--- config.mk ---
export PLATFORM = sky130hd
export DESIGN_NAME = psu_redundancy_mgr
export DESIGN_NICKNAME = d
export VERILOG_FILES = /design/src/rtl/psu_redundancy_mgr.sv
export SDC_FILE = /design/constraint.sdc
export NUM_CORES = 1
export LEC_CHECK = 0
export CAP_MARGIN = 40
export CORE_AREA = 5 5 123 125
export DETAILED_ROUTE_END_ITERATION = 8
export DIE_AREA = 0 0 128 130
export PLACE_DENSITY = 0.77
export SETUP_SLACK_MARGIN = 0.3
export SLEW_MARGIN = 20
export SYNTH_ARGS = -nofsm -noshare
export SYNTH_HDL_FRONTEND = slang
export SYNTH_SLANG_ARGS = --single-unit
--- constraint.sdc ---
create_clock -name clk -period 3.45 [get_ports clk]
set_clock_uncertainty 0.1 [all_clocks]
set_input_delay 0.345 -clock clk [delete_from_list [all_inputs] [get_ports clk]]
set_output_delay 0.345 -clock clk [all_outputs]
set_load 0.01 [all_outputs]
--- src/rtl/psu_redundancy_mgr.sv ---
// PSU redundancy manager: per-channel input debounce and state machine, N+R
// redundancy status, brownout supervision and a delayed ACOK link.
module psu_redundancy_mgr #(
    parameter int unsigned NUM_PSU          = 4,
    parameter int unsigned DEB_MS           = 3,
    parameter int unsigned DCOK_TMO_MS      = 500,
    parameter int unsigned BROWNOUT_WARN_MS = 5,
    parameter int unsigned REDUN_MIN        = 2,
    parameter int unsigned LINK_DLY_S       = 6
) (
    input  logic                         clk,
    input  logic                         reset_n,
    input  logic                         t1ms,
    input  logic                         t1s,
    input  logic                         power_supply_on,
    input  logic                         st_ps_on,
    input  logic                         enable_hold,
    input  logic [NUM_PSU-1:0]           xreg_ps_enable,
    input  logic                         fail_clr,
    input  logic                         bad_fuse_det,
    input  logic                         pgd_p12v_droop,
    input  logic [NUM_PSU-1:0]           ps_prsnt_n,
    input  logic [NUM_PSU-1:0]           ps_acok,
    input  logic [NUM_PSU-1:0]           ps_dcok,
    output logic [NUM_PSU-1:0]           ps_on_n,
    output logic [3*NUM_PSU-1:0]         ps_state,
    output logic [NUM_PSU-1:0]           ps_fail,
    output logic [$clog2(NUM_PSU+1)-1:0] good_count,
    output logic                         redundancy_ok,
    output logic                         ps_caution,
    output logic                         ps_critical,
    output logic                         brownout_warning,
    output logic                         brownout_fault,
    output logic                         ps_acok_link
);

    localparam int unsigned NF     = 3 * NUM_PSU;
    localparam int unsigned CNT_W  = $clog2(NUM_PSU + 1);
    localparam int unsigned TMO_W  = $clog2(DCOK_TMO_MS + 2);
    localparam int unsigned BO_W   = $clog2(BROWNOUT_WARN_MS + 2);
    localparam int unsigned DEB_W  = 4;
    localparam int unsigned LINK_W = 4;
    localparam logic [NF-1:0] FILT_RST = {{(2 * NUM_PSU){1'b0}}, {NUM_PSU{1'b1}}};

    typedef enum logic [2:0] {
        ST_ABSENT    = 3'd0,
        ST_UNPLUGGED = 3'd1,
        ST_STANDBY   = 3'd2,
        ST_ON_WAIT   = 3'd3,
        ST_ACTIVE    = 3'd4,
        ST_BROWNOUT  = 3'd5,
        ST_FAILED    = 3'd6
    } psu_state_e;

    logic [NF-1:0]      raw_c;
    logic [NF-1:0]      filt_q, filt_d;
    logic [DEB_W-1:0]   deb_q [NF];
    logic [DEB_W-1:0]   deb_d [NF];
    logic [NUM_PSU-1:0] prsnt_n_f, acok_f, dcok_f;
    logic [NUM_PSU-1:0] en_q, en_d;
    logic               clr_pend_q, clr_pend_d, clr_now_c;
    psu_state_e         state_q [NUM_PSU];
    psu_state_e         state_d [NUM_PSU];
    logic [TMO_W-1:0]   tmo_q [NUM_PSU];
    logic [TMO_W-1:0]   tmo_d [NUM_PSU];
    logic [NUM_PSU-1:0] ps_on_n_q, ps_on_n_d;
    logic [BO_W-1:0]    bo_cnt_q, bo_cnt_d;
    logic               warn_q, warn_d;
    logic               fault_q, fault_d;
    logic [LINK_W-1:0]  link_cnt_q, link_cnt_d;
    logic               any_bo_c;
    logic               link_raw_c;
    logic               all_ok_c;
    logic [NUM_PSU-1:0] absent_c;
    logic [CNT_W-1:0]   present_cnt_c;

    assign raw_c     = {ps_dcok, ps_acok, ps_prsnt_n};
    assign prsnt_n_f = filt_q[NUM_PSU-1:0];
    assign acok_f    = filt_q[2*NUM_PSU-1:NUM_PSU];
    assign dcok_f    = filt_q[NF-1:2*NUM_PSU];

    // Debounce: a filtered bit follows raw after DEB_MS consecutive differing ms samples.
    always_comb begin
        filt_d = filt_q;
        for (int k = 0; k < NF; k++) begin
            deb_d[k] = deb_q[k];
            if (t1ms) begin
                if (raw_c[k] == filt_q[k]) begin
                    deb_d[k] = '0;
                end else if (deb_q[k] == DEB_W'(DEB_MS - 1)) begin
                    filt_d[k] = raw_c[k];
                    deb_d[k]  = '0;
                end else begin
                    deb_d[k] = deb_q[k] + DEB_W'(1);
                end
            end
        end
    end

    assign en_d       = (t1ms && !enable_hold) ? xreg_ps_enable : en_q;
    // fail_clr is a single-clock pulse; hold it until the next ms tick consumes it.
    assign clr_now_c  = clr_pend_q | fail_clr;
    assign clr_pend_d = t1ms ? 1'b0 : clr_now_c;

    // Per-channel next state, evaluated only on ms ticks.
    always_comb begin
        for (int i = 0; i < NUM_PSU; i++) begin
            state_d[i] = state_q[i];
            tmo_d[i]   = tmo_q[i];
            if (t1ms) begin
                if (prsnt_n_f[i]) begin
                    state_d[i] = ST_ABSENT;
                end else begin
                    case (state_q[i])
                        ST_ABSENT: begin
                            state_d[i] = acok_f[i] ? ST_STANDBY : ST_UNPLUGGED;
                        end
                        ST_UNPLUGGED: begin
                            if (acok_f[i]) state_d[i] = ST_STANDBY;
                        end
                        ST_STANDBY: begin
                            if (!acok_f[i]) begin
                                state_d[i] = ST_UNPLUGGED;
                            end else if (power_supply_on && en_q[i]) begin
                                state_d[i] = ST_ON_WAIT;
                                tmo_d[i]   = '0;
                            end
                        end
                        ST_ON_WAIT: begin
                            if (dcok_f[i] && acok_f[i]) begin
                                state_d[i] = ST_ACTIVE;
                            end else if (!acok_f[i]) begin
                                state_d[i] = ST_UNPLUGGED;
                            end else if (!power_supply_on || !en_q[i]) begin
                                state_d[i] = ST_STANDBY;
                            end else if (tmo_q[i] == TMO_W'(DCOK_TMO_MS)) begin
                                state_d[i] = ST_FAILED;
                            end else begin
                                tmo_d[i] = tmo_q[i] + TMO_W'(1);
                            end
                        end
                        ST_ACTIVE: begin
                            if (!acok_f[i]) begin
                                state_d[i] = ST_BROWNOUT;
                            end else if (!dcok_f[i] && !bad_fuse_det) begin
                                state_d[i] = ST_FAILED;
                            end else if (!power_supply_on || !en_q[i]) begin
                                state_d[i] = ST_STANDBY;
                            end
                        end
                        ST_BROWNOUT: begin
                            if (acok_f[i] && dcok_f[i]) begin
                                state_d[i] = ST_ACTIVE;
                            end else if (acok_f[i]) begin
                                state_d[i] = ST_ON_WAIT;
                                tmo_d[i]   = '0;
                            end else if (!power_supply_on && !fault_q) begin
                                state_d[i] = ST_UNPLUGGED;
                            end
                        end
                        ST_FAILED: begin
                            if (st_ps_on || clr_now_c) state_d[i] = ST_STANDBY;
                        end
                        default: state_d[i] = ST_ABSENT;
                    endcase
                end
            end
        end
    end

    // Brownout persistence counter, warning and sticky fault.
    always_comb begin
        any_bo_c = 1'b0;
        for (int i = 0; i < NUM_PSU; i++) begin
            if (state_q[i] == ST_BROWNOUT) any_bo_c = 1'b1;
        end
        bo_cnt_d = bo_cnt_q;
        fault_d  = fault_q;
        if (st_ps_on) begin
            bo_cnt_d = '0;
            fault_d  = 1'b0;
        end else begin
            if (t1ms) begin
                if (!any_bo_c) begin
                    bo_cnt_d = '0;
                end else if (bo_cnt_q != BO_W'(BROWNOUT_WARN_MS)) begin
                    bo_cnt_d = bo_cnt_q + BO_W'(1);
                end
            end
            if (warn_q && !pgd_p12v_droop) fault_d = 1'b1;
        end
        warn_d = (bo_cnt_d == BO_W'(BROWNOUT_WARN_MS));
    end

    // Supply enables follow the next state so they change together with ps_state.
    always_comb begin
        ps_on_n_d = '1;
        for (int i = 0; i < NUM_PSU; i++) begin
            if (state_d[i] == ST_ON_WAIT || state_d[i] == ST_ACTIVE ||
                state_d[i] == ST_BROWNOUT || (state_d[i] != ST_ABSENT && fault_d)) begin
                ps_on_n_d[i] = 1'b0;
            end
        end
    end

    // Status derived from the registered channel states.
    always_comb begin
        ps_state      = '0;
        ps_fail       = '0;
        absent_c      = '0;
        good_count    = '0;
        present_cnt_c = '0;
        all_ok_c      = 1'b1;
        for (int i = 0; i < NUM_PSU; i++) begin
            ps_state[3*i +: 3] = state_q[i];
            ps_fail[i]         = (state_q[i] == ST_FAILED);
            absent_c[i]        = (state_q[i] == ST_ABSENT);
            if (state_q[i] == ST_ACTIVE) good_count = good_count + CNT_W'(1);
            if (state_q[i] != ST_ABSENT) begin
                present_cnt_c = present_cnt_c + CNT_W'(1);
                if (state_q[i] != ST_ACTIVE) all_ok_c = 1'b0;
            end
        end
    end

    assign link_raw_c = (32'(present_cnt_c) >= 32'd2) && all_ok_c;

    always_comb begin
        link_cnt_d = link_cnt_q;
        if (!link_raw_c) begin
            link_cnt_d = '0;
        end else if (t1s && link_cnt_q != LINK_W'(LINK_DLY_S)) begin
            link_cnt_d = link_cnt_q + LINK_W'(1);
        end
    end

    assign redundancy_ok    = (32'(good_count) >= REDUN_MIN);
    assign ps_caution       = |ps_fail;
    assign ps_critical      = &(ps_fail | absent_c);
    assign ps_on_n          = ps_on_n_q;
    assign brownout_warning = warn_q;
    assign brownout_fault   = fault_q;
    // Link falls in the same clock the raw condition drops; only the rise is delayed.
    assign ps_acok_link     = (NUM_PSU > 1) && link_raw_c &&
                              (link_cnt_q == LINK_W'(LINK_DLY_S));

    always_ff @(posedge clk or negedge reset_n) begin
        if (!reset_n) begin
            filt_q     <= FILT_RST;
            en_q       <= '0;
            clr_pend_q <= 1'b0;
            ps_on_n_q  <= '1;
            bo_cnt_q   <= '0;
            warn_q     <= 1'b0;
            fault_q    <= 1'b0;
            link_cnt_q <= '0;
            for (int k = 0; k < NF; k++) begin
                deb_q[k] <= '0;
            end
            for (int i = 0; i < NUM_PSU; i++) begin
                state_q[i] <= ST_ABSENT;
                tmo_q[i]   <= '0;
            end
        end else begin
            filt_q     <= filt_d;
            en_q       <= en_d;
            clr_pend_q <= clr_pend_d;
            ps_on_n_q  <= ps_on_n_d;
            bo_cnt_q   <= bo_cnt_d;
            warn_q     <= warn_d;
            fault_q    <= fault_d;
            link_cnt_q <= link_cnt_d;
            for (int k = 0; k < NF; k++) begin
                deb_q[k] <= deb_d[k];
            end
            for (int i = 0; i < NUM_PSU; i++) begin
                state_q[i] <= state_d[i];
                tmo_q[i]   <= tmo_d[i];
            end
        end
    end

endmodule

==> results by group, run 1 <==
GRT
  – Grt total ovfl: 0
  – First-pass GRT wire length: 28600 um
  – Pin count of the biggest net entering global routing: 58
  – Antenna violations before repair: 0
  – Global-route usage over all layers: a little over a fifth
  – Vias in the first global route: slightly below 6k

Layout
  – Area delta synth->final: 18.9%
  – Share of cells above drive strength 1: roughly an eighth
  – # nets final: about 950
  – N_diodes: 0
  – Final instance count without filler cells: around 1.1k

Timing
  – Setup Viol. Count Final: 0
  – Fin. max-slew vios: 0
  – Tightest Pin Transition: around 0.86 ns
  – Slew Limit Headroom: between 40% and 50%
  – Min Tclk post-route: 3.01 ns
  – Fin crit share: around 87%
  – Fmax: 0.332 GHz
  – RSZ-0062 raised after global routing: false
  – Final hold violation count: 0
  – Setup TNS: 0 ns

Synth
  – Net Count, Synth: a little under 900
  – Seq cells post-synth: ~130
  – Post-Syn Area: between 7000 and 8000 um^2
  – Number of flops mapped to enable cells by yosys: 0
  – Yosys Warn Count: 0
  – Asr flop ratio synth: 100%
  – Mapped Cells: around 830
  – Mean area per synthesized cell: about 9.2 um^2
  – Sequential area share after synthesis: 41.6%
  – Unique cell type count in the Yosys netlist: 74
  – Primary FF master, synth: dfrtp_1

Worst setup path
  – CP max-delay cell: clkdlybuf4s50_1
  – CP Launch Type: flip-flop
  – CP delay by family, top: buffers and inverters
  – Critical path endpoint category: output pin
  – Arr. time, crit path: 2.56 ns
  – CP Class: flip-flop to output pin
  – Worst endpoint required time: around 3.0 ns
  – Crit path max fanout: 3
  – Worst-path cell chain: nor3b_2 -> inv_1 -> ha_4 -> xor2_2 -> ha_1 -> mux2_2 -> clkdlybuf4s50_1
  – WP buf/inv: 2
  – Worst path max stage delay: around 0.48 ns

Floorplan
  – Die Span Y: roughly 130 um
  – Die area: 16600 um^2
  – Core area: between 10000 and 15000 um^2
  – Starting Density: 55.2%
  – Cell row count: 43
  – Die X: 128 um
  – I/O pins: 55

Power
  – Pwr/cell area: 691 nW/um^2
  – Leakage: 3.97 nW
  – Maximum VDD drop: about 0.52 mV

Place
  – Dpl cells: between 1k and 1.5k
  – Port Buf Inserts: 54
  – Final HPWL DP: 11700 um
  – GPL Wtd Cong: roughly 0.9

Drt
  – Vias after detailed routing: 6255
  – Pre-Repair DR Iteration Count: 5
  – Initial DRC count: 500
  – DR vias/cell: 5.79
  – Residual DRC: 0
  – Wire length per cell: between 15 and 20 um
  – Post-route ant nets: 0
  – WL final: 17000 um

Clock network
  – CTS tree: yes
  – CTS H-Tree Depth: 4
  – Root buf cell: clkbuf_16
  – Clk slew on worst S/H paths: 0.06 ns
  – Worst-skew pair later-pin latency: between 0.4 and 0.5 ns
  – Inserted Clock Buffers: 17
  – Clock sink total: 126
  – Clock Tree Buf Depth: 2

Status
  – Outcome: complete, no violations

Job
  – Max-Cap Viols: 0

Hold path
  – Hold Crit Class: input pin to flip-flop
[worst paths after layout]
kind | from | to | slack (ns) | depth (start not counted)
max | ps_state[1] | good_count[1] | 0.44 | 7
min | t1ms | deb_q[4] | 0.31 | 2
max reg2reg | tmo_q[18] | tmo_q[24] | 1.09 | 8
min reg2reg | deb_q[15] | deb_q[15] | 0.38 | 1
max in group asynchronous | reset_n | filt_q[0] | 2.00 | 3
min in group asynchronous | reset_n | tmo_q[7] | 0.41 | 2
[synth_stat cells (3+ instances only)]
cell type,n,area (um^2)
a21o_1,4,30.0
and3b_1,4,35.0
nand3b_1,8,60.1
mux2_2,17,191
o2bb2ai_1,19,166
nand4b_1,4,35.0
nor2_1,77,289
nor3_1,17,85.1
xnor2_1,22,193
inv_1,41,154
dfstp_2,8,210
and4b_1,3,30.0
dfrtp_1,118,2950
and4_1,3,26.3
buf_2,13,65.1
nand3_1,48,240
nor4b_1,5,43.8
buf_6,3,33.8
nand2_1,65,244
mux2i_1,9,90.1
nand4_1,16,100
a221o_1,3,30.0
o21ai_0,58,290
a211oi_1,6,45.0
clkbuf_1,17,63.8
o31ai_1,8,60.1
and2_1,9,56.3
and3_1,5,31.3
xor2_1,35,307
o22ai_1,6,37.5
a21oi_1,37,185
nor4_1,4,25.0
buf_1,3,11.3
ha_1,34,425
or3_1,6,37.5
a311oi_1,3,26.3
a31oi_1,5,31.3
o2111a_1,3,33.8
a221oi_1,3,26.3
nor2b_1,19,119
nand2b_1,15,93.8
[cells in the final DEF (no fill, tap or decap), drive strengths merged, types with 9 or more instances in the layout]
cell type	count
a21oi	37
and2	11
buf	29
clkbuf	24
clkdlybuf4s50	49
dfrtp	118
ha	34
inv	42
mux2	17
mux2i	9
nand2	65
nand2b	15
nand3	48
nand4	17
nor2	77
nor2b	20
nor3	17
o21ai	60
o2bb2ai	19
xnor2	22
xor2	35
[power by group]
part	internal (W)	switching, W
combinational	0.00105	0.00113
clock	0.00108	0.000644
sequential	0.00184	0.000496
total	0.00397	0.00227
[state kept, by name, indices dropped and copies added, names as in the netlist]
name              count
filt_q               12
clr_pend_q            1
en_q                  4
deb_q                48
ps_state             12
brownout_fault        1
ps_on_n               4
bo_cnt_q              3
brownout_warning      1
link_cnt_q            4
tmo_q                36
[layout make-up]
cell class | instances | area [um^2]
clock buffers | 22 | 454
flip-flops and latches | 126 | 3160
clock inverters | 10 | 114
repair buffers | 82 | 751
inverters | 41 | 154
multi-input cells | 620 | 4170
well taps | 180 | 225
fillers | 1118 | 4740
[stage by stage]
| step | area (um^2) | setup slack (ns) | utilization, % | hold WS [ns] | total power (W) |
|---|---|---|---|---|---|
| after floorplan | 7600 | 0.592 | - | -0.0506 | 0.00373 |
| after global placement | 8330 | 0.401 | 60.5 | 0.345 | 0.00431 |
| after detailed placement | 8330 | 0.359 | 60.5 | 0.353 | 0.00435 |
| after CTS | 8960 | 0.309 | 65.1 | 0.286 | 0.00616 |
| after global routing | 9030 | 0.332 | 65.6 | 0.310 | 0.00670 |
| final | 9030 | 0.441 | 65.6 | 0.311 | 0.00624 |
[per-layer routing]
metal / vias to the layer above / wire length (um) / part of all wire (%) / track usage [%]
met5: - / 0 / 0 / 0
met4: 0 / 240 / 1.4 / 7.43
met3: 23 / 1040 / 6.1 / 5.36
met2: 178 / 8030 / 47 / 34.5
met1: 2992 / 7640 / 45 / 29.0
li1: 3062 / - / - / -
[cell families after synthesis]
group | after synthesis | share of synthesized area, %
compound gates | 181 | 15.7
xor+xnor | 57 | 6.57
fa+ha+maj | 35 | 5.73
buf+inv | 79 | 4.51
flops | 126 | 41.6
mux | 26 | 3.71
simple gates | 321 | 22.1
[timing repair]
action,4_1_cts,5_1_grt
hold endpoints to repair,52,0
setup buffers,3,4
endpoints found under the setup margin,4,4
pin swaps,1,4
resized for setup,8,13
hold buffers,1,0
Note: power is estimated with default switching activity, not from simulation.
==> run 2, diff against run 1 <==
--- a/config.mk
+++ b/config.mk
@@ -7,6 +7,7 @@
 export LEC_CHECK = 0
 export CAP_MARGIN = 40
 export CORE_AREA = 5 5 123 125
+export CTS_CLUSTER_DIAMETER = 200
 export DETAILED_ROUTE_END_ITERATION = 8
 export DIE_AREA = 0 0 128 130
 export PLACE_DENSITY = 0.77
==> results of run 2 <==
The final DEF is identical to that of run 1; final timing and power are the same.
